===== src/rtl/median_pkg.sv =====
// median_pkg: shared defaults and layer helper for the rank-order sorter
package median_pkg;
  localparam int DEF_WIDTH = 8;
  localparam int DEF_N = 9;
  function automatic int pair_off(input int layer);
    return (layer % 2 == 1) ? 0 : 1;
  endfunction
endpackage


===== src/rtl/rank_filter_pipe_if.sv =====
// rank_filter_pipe_if: window in / ranked result out bundle
interface rank_filter_pipe_if import median_pkg::*; #(
  parameter int WIDTH = DEF_WIDTH,
  parameter int N = DEF_N,
  parameter int RW = $clog2(N)
);
  logic en;
  logic in_valid;
  logic [N*WIDTH-1:0] in_data;
  logic [RW-1:0] in_rank;
  logic out_valid;
  logic [WIDTH-1:0] out_data;
  logic [N*WIDTH-1:0] out_sorted;
  logic out_rank_sat;
  modport master(output en, in_valid, in_data, in_rank,
                 input out_valid, out_data, out_sorted, out_rank_sat);
  modport slave(input en, in_valid, in_data, in_rank,
                output out_valid, out_data, out_sorted, out_rank_sat);
endinterface


===== src/rtl/rank_filter_pipe_cmp_swap.sv =====
// cmp_swap: compare-exchange, smaller value on lo, equal inputs pass straight
module cmp_swap #(
  parameter int WIDTH = 8,
  parameter int SIGNED = 0
) (
  input  logic [WIDTH-1:0] a,
  input  logic [WIDTH-1:0] b,
  output logic [WIDTH-1:0] lo,
  output logic [WIDTH-1:0] hi
);
  logic sw;
  // swap only on strict greater-than so equal values never move
  always_comb begin
    sw = (SIGNED != 0) ? ($signed(a) > $signed(b)) : (a > b);
    lo = sw ? b : a;
    hi = sw ? a : b;
  end
endmodule


===== src/rtl/rank_filter_pipe.sv =====
// rank_filter_pipe: pipelined odd-even transposition sort with per-sample rank select
module rank_filter_pipe import median_pkg::*; #(
  parameter int WIDTH = DEF_WIDTH,
  parameter int N = DEF_N,
  parameter int SIGNED = 0,
  parameter int RW = $clog2(N)
) (
  input logic clk,
  input logic rst_n,
  rank_filter_pipe_if.slave bus
);
  logic [WIDTH-1:0] st [0:N][N];
  logic [WIDTH-1:0] nx [1:N][N];
  logic [RW-1:0] rk [0:N];
  logic [N:0] vd;
  logic [N:0] sat;
  logic in_sat;
  assign in_sat = bus.in_rank >= RW'(N);
  for (genvar j = 1; j <= N; j++) begin : g_l
    localparam int O = pair_off(j);
    for (genvar k = 0; k < N; k++) begin : g_e
      if (k >= O && (k - O) % 2 == 0 && k + 1 < N) begin : g_c
        cmp_swap #(.WIDTH(WIDTH), .SIGNED(SIGNED)) u_cs (
          .a(st[j-1][k]), .b(st[j-1][k+1]), .lo(nx[j][k]), .hi(nx[j][k+1]));
      end else if (!(k >= O + 1 && (k - 1 - O) % 2 == 0)) begin : g_p
        assign nx[j][k] = st[j-1][k];
      end
    end
  end
  // data and rank stages: capture with clamp, then one sort layer per stage
  always_ff @(posedge clk)
    if (bus.en) begin
      for (int i = 0; i < N; i++) st[0][i] <= bus.in_data[i*WIDTH +: WIDTH];
      for (int i = 1; i <= N; i++) st[i] <= nx[i];
      rk[0] <= in_sat ? RW'(N - 1) : bus.in_rank;
      for (int i = 1; i <= N; i++) rk[i] <= rk[i-1];
    end
  // valid and saturation chains travel alongside the data
  always_ff @(posedge clk)
    if (!rst_n) begin
      vd <= '0;
      sat <= '0;
    end else if (bus.en) begin
      vd <= {vd[N-1:0], bus.in_valid};
      sat <= {sat[N-1:0], in_sat};
    end
  // output stage: rank mux and sorted vector
  always_ff @(posedge clk)
    if (!rst_n) begin
      bus.out_valid <= 1'b0;
      bus.out_data <= '0;
      bus.out_sorted <= '0;
      bus.out_rank_sat <= 1'b0;
    end else if (bus.en) begin
      bus.out_valid <= vd[N];
      bus.out_data <= st[N][rk[N]];
      bus.out_rank_sat <= sat[N];
      for (int i = 0; i < N; i++) bus.out_sorted[i*WIDTH +: WIDTH] <= st[N][i];
    end
endmodule

===== src/flat_wrapper.sv =====
// flat-port wrapper written by rule: the top's interface ports become plain ports
module rank_filter_pipe_flat import median_pkg::*;
#(
  parameter int WIDTH = DEF_WIDTH,
  parameter int N = DEF_N,
  parameter int SIGNED = 0,
  parameter int RW = $clog2(N)
)
  (clk, rst_n, bus_en, bus_in_valid, bus_in_data, bus_in_rank, bus_out_valid, bus_out_data, bus_out_sorted, bus_out_rank_sat);
  rank_filter_pipe_if #(.WIDTH(WIDTH), .N(N), .RW(RW)) bus_i ();
  input logic clk;
  input logic rst_n;
  input wire logic [$bits(bus_i.en)-1:0] bus_en;
  input wire logic [$bits(bus_i.in_valid)-1:0] bus_in_valid;
  input wire logic [$bits(bus_i.in_data)-1:0] bus_in_data;
  input wire logic [$bits(bus_i.in_rank)-1:0] bus_in_rank;
  output wire logic [$bits(bus_i.out_valid)-1:0] bus_out_valid;
  output wire logic [$bits(bus_i.out_data)-1:0] bus_out_data;
  output wire logic [$bits(bus_i.out_sorted)-1:0] bus_out_sorted;
  output wire logic [$bits(bus_i.out_rank_sat)-1:0] bus_out_rank_sat;
  assign bus_i.en = bus_en;
  assign bus_i.in_valid = bus_in_valid;
  assign bus_i.in_data = bus_in_data;
  assign bus_i.in_rank = bus_in_rank;
  assign bus_out_valid = bus_i.out_valid;
  assign bus_out_data = bus_i.out_data;
  assign bus_out_sorted = bus_i.out_sorted;
  assign bus_out_rank_sat = bus_i.out_rank_sat;
  rank_filter_pipe #(.WIDTH(WIDTH), .N(N), .SIGNED(SIGNED), .RW(RW)) u_core (.clk(clk), .rst_n(rst_n), .bus(bus_i));
endmodule

===== config.mk =====
export PLATFORM = sky130hd
export DESIGN_NAME = rank_filter_pipe_flat
export DESIGN_NICKNAME = d
export VERILOG_FILES = /design/src/rtl/median_pkg.sv /design/src/rtl/rank_filter_pipe_if.sv /design/src/rtl/rank_filter_pipe_cmp_swap.sv /design/src/rtl/rank_filter_pipe.sv /design/src/flat_wrapper.sv
export SDC_FILE = /design/constraint.sdc
export NUM_CORES = 1
export LEC_CHECK = 0
export ABC_AREA = 1
export CORE_MARGIN = 5
export CORE_UTILIZATION = 58
export CTS_BUF_LIST = sky130_fd_sc_hd__clkbuf_4 sky130_fd_sc_hd__clkbuf_8
export CTS_CLUSTER_DIAMETER = 100
export DETAILED_ROUTE_END_ITERATION = 12
export PLACE_DENSITY = 0.78
export SLEW_MARGIN = 20
export SYNTH_ARGS = -nofsm -noshare
export SYNTH_HDL_FRONTEND = slang
export SYNTH_SLANG_ARGS = --single-unit
export TNS_END_PERCENT = 10

===== constraint.sdc =====
create_clock -name clk -period 1.8 [get_ports clk]
set_input_delay 0.18 -clock clk [delete_from_list [all_inputs] [get_ports clk]]
set_output_delay 0.18 -clock clk [all_outputs]
set_load 0.01 [all_outputs]

==> results of run 1 <==
routing by layer:
metal	global-route usage (%)	share of wire [%]
met5	0	0
met2	39.4	52
met1	25.8	37
met4	8.52	4.8
met3	3.54	5.9
worst min path at each step:
| stage | start | endpoint | cells after the start |
|---|---|---|---|
| 6_report | rst_n | u_core.bus.out_sorted[32] | 4 |
| 5_1_grt | bus_en | u_core.st[1][13] | 2 |
| 4_1_cts | rst_n | u_core.bus.out_sorted[32] | 4 |
| 2_1_floorplan | bus_in_data[64] | u_core.st[0][0] | 0 |
| 3_3_place_gp | u_core.st[6][7] | u_core.st[7][7] | 0 |
| 3_5_place_dp | u_core.rk[0][0] | u_core.rk[1][0] | 0 |
power groups by stage:
stage | clock network (mW) | logic, mW | registers (mW)
final | 18.1 | 48.6 | 35.9
after global routing | 19.4 | 53.5 | 36.4
after CTS | 18.3 | 37.0 | 35.6
after detailed placement | 0 | 36.4 | 36.0
after global placement | 0 | 34.6 | 35.8
after floorplan | 0 | 26.4 | 34.5
cell families (layout without fill, tap and decap cells):
group	Yosys count	in the layout	share of synthesized area (%)
DFF	862	862	56.3
AOI/OAI and AO/OA	322	322	3.87
and+or+nand+nor	2351	2406	25.2
adders and majority gates	288	288	8.16
buffers and inverters	627	1597	6.54
other	0	1	0
timing repair:
item	CTS	global route
pin swaps	14	249
hold buffers	80	0
setup buffers	0	277
hold endpoints to repair	249	0
setup endpoints to repair	248	575
cloned	0	59
resized for setup	112	374
through the flow:
stage                     worst slack (ns)  instance area, sq um
after floorplan                      0.138                 44200
after global placement             -0.0190                 48800
after detailed placement           -0.0561                 48800
after CTS                          -0.0573                 52800
after global routing                -0.196                 57600
final                               -0.163                 57600
state kept, by name, indices dropped and copies added, names as in the netlist:
register                 count
u_core.bus.out_sorted       72
u_core.bus.out_rank_sat      1
u_core.bus.out_valid         1
u_core.st                  720
u_core.rk                   40
u_core.sat                  10
u_core.vd                   10
u_core.bus.out_data          8
area by class of cell:
cell class	count	share of cell area [%]
Antenna cell	1	0.00434
Inverter	476	3.12
Multi-Input combinational cell	3016	33.0
Sequential cell	862	43.2
Clock buffer	195	4.15
Tap cell	978	2.12
Clock inverter	64	1.03
Timing Repair Buffer	862	13.4
cell usage in the layout (no fill, tap or decap), drive strengths merged:
cell type | netlist | layout
nand4 | 37 | 66
clkdlybuf4s50 | 0 | 77
clkinv | 2 | 44
dlygate4sd2 | 0 | 82
o21a | 36 | 36
o21ai | 99 | 99
nand2 | 1597 | 1623
clkinvlp | 0 | 4
o31ai | 1 | 1
ha | 288 | 288
bufinv | 0 | 6
clkbuf | 24 | 199
edfxtp | 760 | 760
dlygate4sd3 | 0 | 80
nor2 | 88 | 88
buf | 127 | 619
inv | 474 | 486
diode | 0 | 1
a21oi | 186 | 186
dfxtp | 102 | 102
nand3 | 629 | 629
worst reg2reg max path: stages (launching register included):
cell	delay [ns]
edfxtp_1	0.49
inv_1	0.11
ha_1	0.15
inv_1	0.04
nand2_1	0.07
nand2_1	0.09
nand2_2	0.09
nand2_2	0.07
nand2_2	0.08
nand2_4	0.12
buf_4	0.19
nand3_1	0.08
nand2_1	0.12
==> impl_metrics.yaml, run 1 <==
outcome:
  status: "finished with violations"
  violations: "negative setup slack"
setup_path:
  path_depth: 12
  cp_num_buf_inv: 3
  reg2reg_to: "u_core.st[1][13]"
  path_cells: "inv_1 -> ha_1 -> inv_1 -> nand2_1 -> nand2_1 -> nand2_2 -> nand2_2 -> nand2_2 -> nand2_4 -> buf_4 -> nand3_1 -> nand2_1"
  crit_path_end_kind: "register"
  max_stage_delay_ns: 0.49
  slowest_stage: "edfxtp_1"
  cpLargestDelayFamily: "simple AND/OR/NAND/NOR gates"
  crit_start: "u_core.st[0][16]"
  critPathLaunchType: "register"
  rrSetupSlack_ns: -0.16
  crit_end: "u_core.st[1][13]"
  cp_max_fo: 6
  arrival_ns: 2.52
  worst-setup-path-type: "register to register"
  rr_worst_depth: 12
  critPathRequiredTime_ns: 2.36
  r2r_start: "u_core.st[0][16]"
synth:
  synth_area_leaders: "edfxtp_1 (52%), nand2_1 (13%), ha_1 (8.2%), nand3_1 (7.1%), dfxtp_1 (4.6%)"
  synthDistinctLibCells: 28
  synth_edf_count: 760
  synth-main-ff-cell: "edfxtp_1"
  synth_commonest_cells: "nand2_1 (1508), edfxtp_1 (760), nand3_1 (629), inv_1 (472), ha_1 (288)"
  synth_most_common_cell: "nand2_1"
  synth-seq-cells: 862
  netlist_area_sq_mm: 0.0442
  synthesis.instances: 4450
  async_reset_ff_share_pct: 0
  avgSynthCellArea_sq_um: 9.93
  ys_seq_area_share_pct: 56.3
  synth_top_area_share_pct: 51.7
  synthesis.nets: 4818
  yosysWarnings: 0
  synth_area_leader_cell: "edfxtp_1"
cells_and_area:
  n_fill_cell: 4326
  seqCellArea_sq_mm: 0.0249
  stdcell_count: 6454
  utilization_pct: 76.1
  nets: 5730
  drive_above_1_share_pct: 25.4
  multi_input_area_sq_mm: 0.0190
  area_growth_pct: 30.4
routing:
  ant_nets: 0
  wl_per_cell_microns: 17.4
  drt_iter0_drc: 3328
  viasPerCell: 5.62
  drc: 0
  first_pass_iters: 10
  totalWireLength_microns: 112000
  route.vias.total: 36300
clocking:
  clock_sinks: 862
  clockRootBuffer: "clkbuf_8"
  numCtsBuffers: 144
  cts_tree: "yes"
  h-tree-depth: 4
  clock_path_buffers: 3
  worstSkewPairLatency_ns: 0.83
  cts.reportedPaths.clkPinSlew_ns: 0.07
grt:
  grt_start_max_net_pins: 86
  grt_util_all_layers_pct: 21.7
  grt_pass1_vias: 32100
  grt_first_pass_wirelength_microns: 149000
  grt-ovfl-total: 0
  antenna_found_initial: 1
die:
  dieArea_sq_mm: 0.0818
  core-area_sq_mm: 0.0757
  io_pins: 162
  die-height_microns: 286
  start_util_pct: 58.4
  rows: 101
  die_width_microns: 286
worst_hold_path:
  hp-class: "primary input to register"
power:
  leakage_nw: 26.6
  pwr_density_cell_mw_per_mm2: 1780
  p_seq_share_pct: 35.0
  vdd_drop_max_uv: 975
  total_power_mw: 103
  power.internal_mw: 61.4
  p_comb_share_pct: 47.3
  p_sw_mw: 41.3
  switching_share_pct: 40.2
  p_clk_share_pct: 17.7
timing:
  max_freq_mhz: 510
  rsz0062_at_grt: "true"
  period_share_pct: 109
  drv_slew: 0
  setup_slack_ns: -0.163
  relSlewSlack_pct: 68.2
  worstMarginPinSlew_ns: 0.476
  clock_skew_ns: 0.0341
  setup_tns_ns: -12.60
  hold_viol: 0
  setup_viol: 212
  timing.final.crit_period_ns: 1.96
  holdWs_ns: 0.358
job:
  cap_violations: 0
place:
  placedCellCount: 5778
  gp_congestion: 0.899
  dp_hpwl_microns: 62800
  io_buffer_count: 161
(Power assumes the default switching activity.)
==> inputs of run 2 (changes only) <==
Settings changed: CAP_MARGIN set to 25, SYNTH_HIERARCHICAL set to 1.
==> run 2 against run 1 <==
The flow still finishes with violations (negative setup slack). Hold slack got worse by 0.28 ns. Clock skew increased by 0.016 ns. Core utilization grew 1.2 points. Global-route usage is 0.30 points lower. Critical path depth down 5. Die area rose by 5.3%. Highest routed layer unchanged.
==> impl_metrics.yaml, run 2 <==
setup_path:
  max_stage_delay_ns: 0.49
  crit_path_end_kind: "register"
  cp_max_fo: 8
  reg2reg_to: "u_core/st[3][11]"
  critPathRequiredTime_ns: 2.35
  path_cells: "ha_4 -> nand2_4 -> nor2_4 -> buf_6 -> nand4_4 -> nand3_2 -> nand2_1"
  critPathLaunchType: "register"
  rr_worst_depth: 7
  r2r_start: "u_core/st[2][21]"
  slowest_stage: "edfxtp_1"
  worst-setup-path-type: "register to register"
  rrSetupSlack_ns: -0.18
  arrival_ns: 2.53
timing:
  timing.final.crit_period_ns: 1.98
  clock_skew_ns: 0.0502
  relSlewSlack_pct: 66.6
  rsz0062_at_grt: "true"
  max_freq_mhz: 505
  worstMarginPinSlew_ns: 0.500
  setup_tns_ns: -15.79
  hold_viol: 0
  period_share_pct: 110
  setup_viol: 255
  drv_slew: 0
  setup_slack_ns: -0.180
power:
  p_seq_share_pct: 32.1
  p_sw_mw: 45.9
  p_clk_share_pct: 16.2
  pwr_density_cell_mw_per_mm2: 1790
  p_comb_share_pct: 51.7
  leakage_nw: 28.0
  power.internal_mw: 64.7
  switching_share_pct: 41.5
  vdd_drop_max_uv: 1010
cells_and_area:
  fin_area_sq_mm: 0.0619
  layout_commonest_cell: "nand2_2"
  utilization_pct: 77.3
  final_cell_mix: "nand2_2 (811), edfxtp_1 (760), nand2_1 (684), buf_4 (664), nand3_1 (550)"
  multi_input_area_sq_mm: 0.0222
  seqCellArea_sq_mm: 0.0249
  largest_reg_flops: 720
  regMostFlops: "u_core/st"
  stdcell_count: 6716
  nets: 5915
  drive_above_1_share_pct: 41.6
  largest_registers: "u_core/st x720, u_core/bus.out_sorted x72, u_core/rk x40"
  area_growth_pct: 32.9
  n_fill_cell: 4421
grt:
  grt_util_all_layers_pct: 21.4
  grt_pass1_vias: 32700
  grt-ovfl-total: 0
  grt_first_pass_wirelength_microns: 154000
  grt_start_max_net_pins: 70
  antenna_found_initial: 1
synth:
  avgSynthCellArea_sq_um: 10.4
  synth_area_leader_cell: "edfxtp_1"
  synth_top_area_share_pct: 49.0
  synthesis.nets: 4859
  synth-main-ff-cell: "edfxtp_1"
  synth-seq-cells: 862
  synth_commonest_cells: "nand2_2 (792), edfxtp_1 (760), nand2_1 (733), nand3_1 (626), inv_1 (434)"
  synth_area_leaders: "edfxtp_1 (49%), nand2_2 (11%), ha_1 (7.7%), nand3_1 (6.7%), nand2_1 (5.9%)"
  synth_edf_count: 760
  yosysWarnings: 6
  synth_most_common_cell: "nand2_2"
  async_reset_ff_share_pct: 0
  synthDistinctLibCells: 25
  ys_seq_area_share_pct: 53.4
  netlist_area_sq_mm: 0.0466
  synthesis.instances: 4491
worst_hold_path:
  hold-path-endpoint: "u_core/rk[0][0]"
  min_from: "bus_in_rank[0]"
  hp-class: "primary input to register"
  hold_depth: 3
place:
  placedCellCount: 6112
  dpl-instance-area_sq_mm: 0.0527
  io_buffer_count: 161
  gp_congestion: 0.935
  place_ws_ns: -0.0759
  dp_hpwl_microns: 66600
die:
  die_width_microns: 293
  io_pins: 162
  dieArea_sq_mm: 0.0861
  core-area_sq_mm: 0.0802
  die-height_microns: 293
  rows: 104
  start_util_pct: 58.1
routing:
  drc: 0
  first_pass_iters: 6
  viasPerCell: 5.54
  totalWireLength_microns: 120000
  wl_per_cell_microns: 17.9
  ant_nets: 0
  route.vias.total: 37200
  drt_iter0_drc: 2834
clocking:
  clock_sinks: 862
  clock_path_buffers: 3
  clockRootBuffer: "clkbuf_8"
  cts.reportedPaths.clkPinSlew_ns: 0.06
  numCtsBuffers: 143
  worstSkewPairLatency_ns: 0.82
  cts_tree: "yes"
  h-tree-depth: 4
job:
  cap_violations: 0
outcome:
  violations: "negative setup slack"
  status: "finished with violations"
-- run 2: cell count changes in the layout (fill, tap and decap cells not counted), sizes merged, moves of 4 or more --
cell and delta:
a21o +36, a21oi -39, buf +134, dlygate4sd3 -4, nand2 +22, nand4 -8, nor2 +90, o21a -36
-- run 2: worst max-delay path by stage --
stage	from	to	slack, ns	depth (start not counted)
after detailed placement	u_core/st[4][25]	u_core/st[5][31]	-0.08	11
after global placement	u_core/st[0][55]	u_core/st[1][43]	-0.02	7
after floorplan	u_core/st[0][17]	u_core/st[1][20]	0.14	11
after global routing	u_core/st[0][10]	u_core/st[1][23]	-0.26	11
after CTS	u_core/st[1][27]	u_core/st[2][19]	-0.04	10
final	u_core/st[2][21]	u_core/st[3][11]	-0.18	7
-- run 2: kinds of logic after synthesis --
logic type,count (synthesis),synth area share (%)
adder cells (fa/ha/maj),288,7.73
AND/OR/NAND/NOR,2438,28.9
AO/OA/AOI/OAI,280,3.21
buffers and inverters,623,6.81
flip-flops,862,53.4
-- run 2: routing by layer --
layer  vias to the layer above  wire length [microns]  GRT usage (%)
li1                      17400                      -              -
met4                         0                   6960           8.47
met5                         -                      0              0
met1                     17600                  43100           24.2
met3                       564                   6170           3.67
met2                      1648                  64200           40.1
-- run 2: metrics by stage --
stage               hold slack [ns]  total power, mW
floorplan                     0.279             68.4
global placement              0.401             77.9
detailed placement            0.405             79.9
CTS                          0.0184             99.1
global route                 0.0663              117
finish                       0.0799              111
-- run 2: critical path: cells and delay by family (launching register included) --
family                   cells  cell delay [ns]
adder cells (fa/ha/maj)      1             0.36
buffers and inverters        1             0.14
flip-flops                   1             0.49
AND/OR/NAND/NOR              5             0.72
-- run 2: power by group through the flow --
stage	combinational (mW)	clock (mW)	sequential, mW
global placement	42.7	0	35.2
global route	62.3	19.2	36.0
detailed placement	44.5	0	35.5
finish	57.2	17.9	35.6
CTS	46.0	18.0	35.1
floorplan	33.4	0	35.0
-- run 2: final cells by class --
cell class	count	area share (%)
inverters	473	2.89
flip-flops and latches	862	40.1
clock inverters	60	0.881
diodes	1	0.00404
clock buffers	193	3.87
well taps	1060	2.14
repair buffers	992	14.3
multi-input cells	3075	35.8
-- run 2: repair_timing --
item,CTS,global route
gates resized for setup,135,418
endpoints found under the hold margin,183,0
pin swaps,27,256
hold buffers,76,0
buffers inserted,0,200
setup endpoints to repair,359,576
gates cloned,0,74
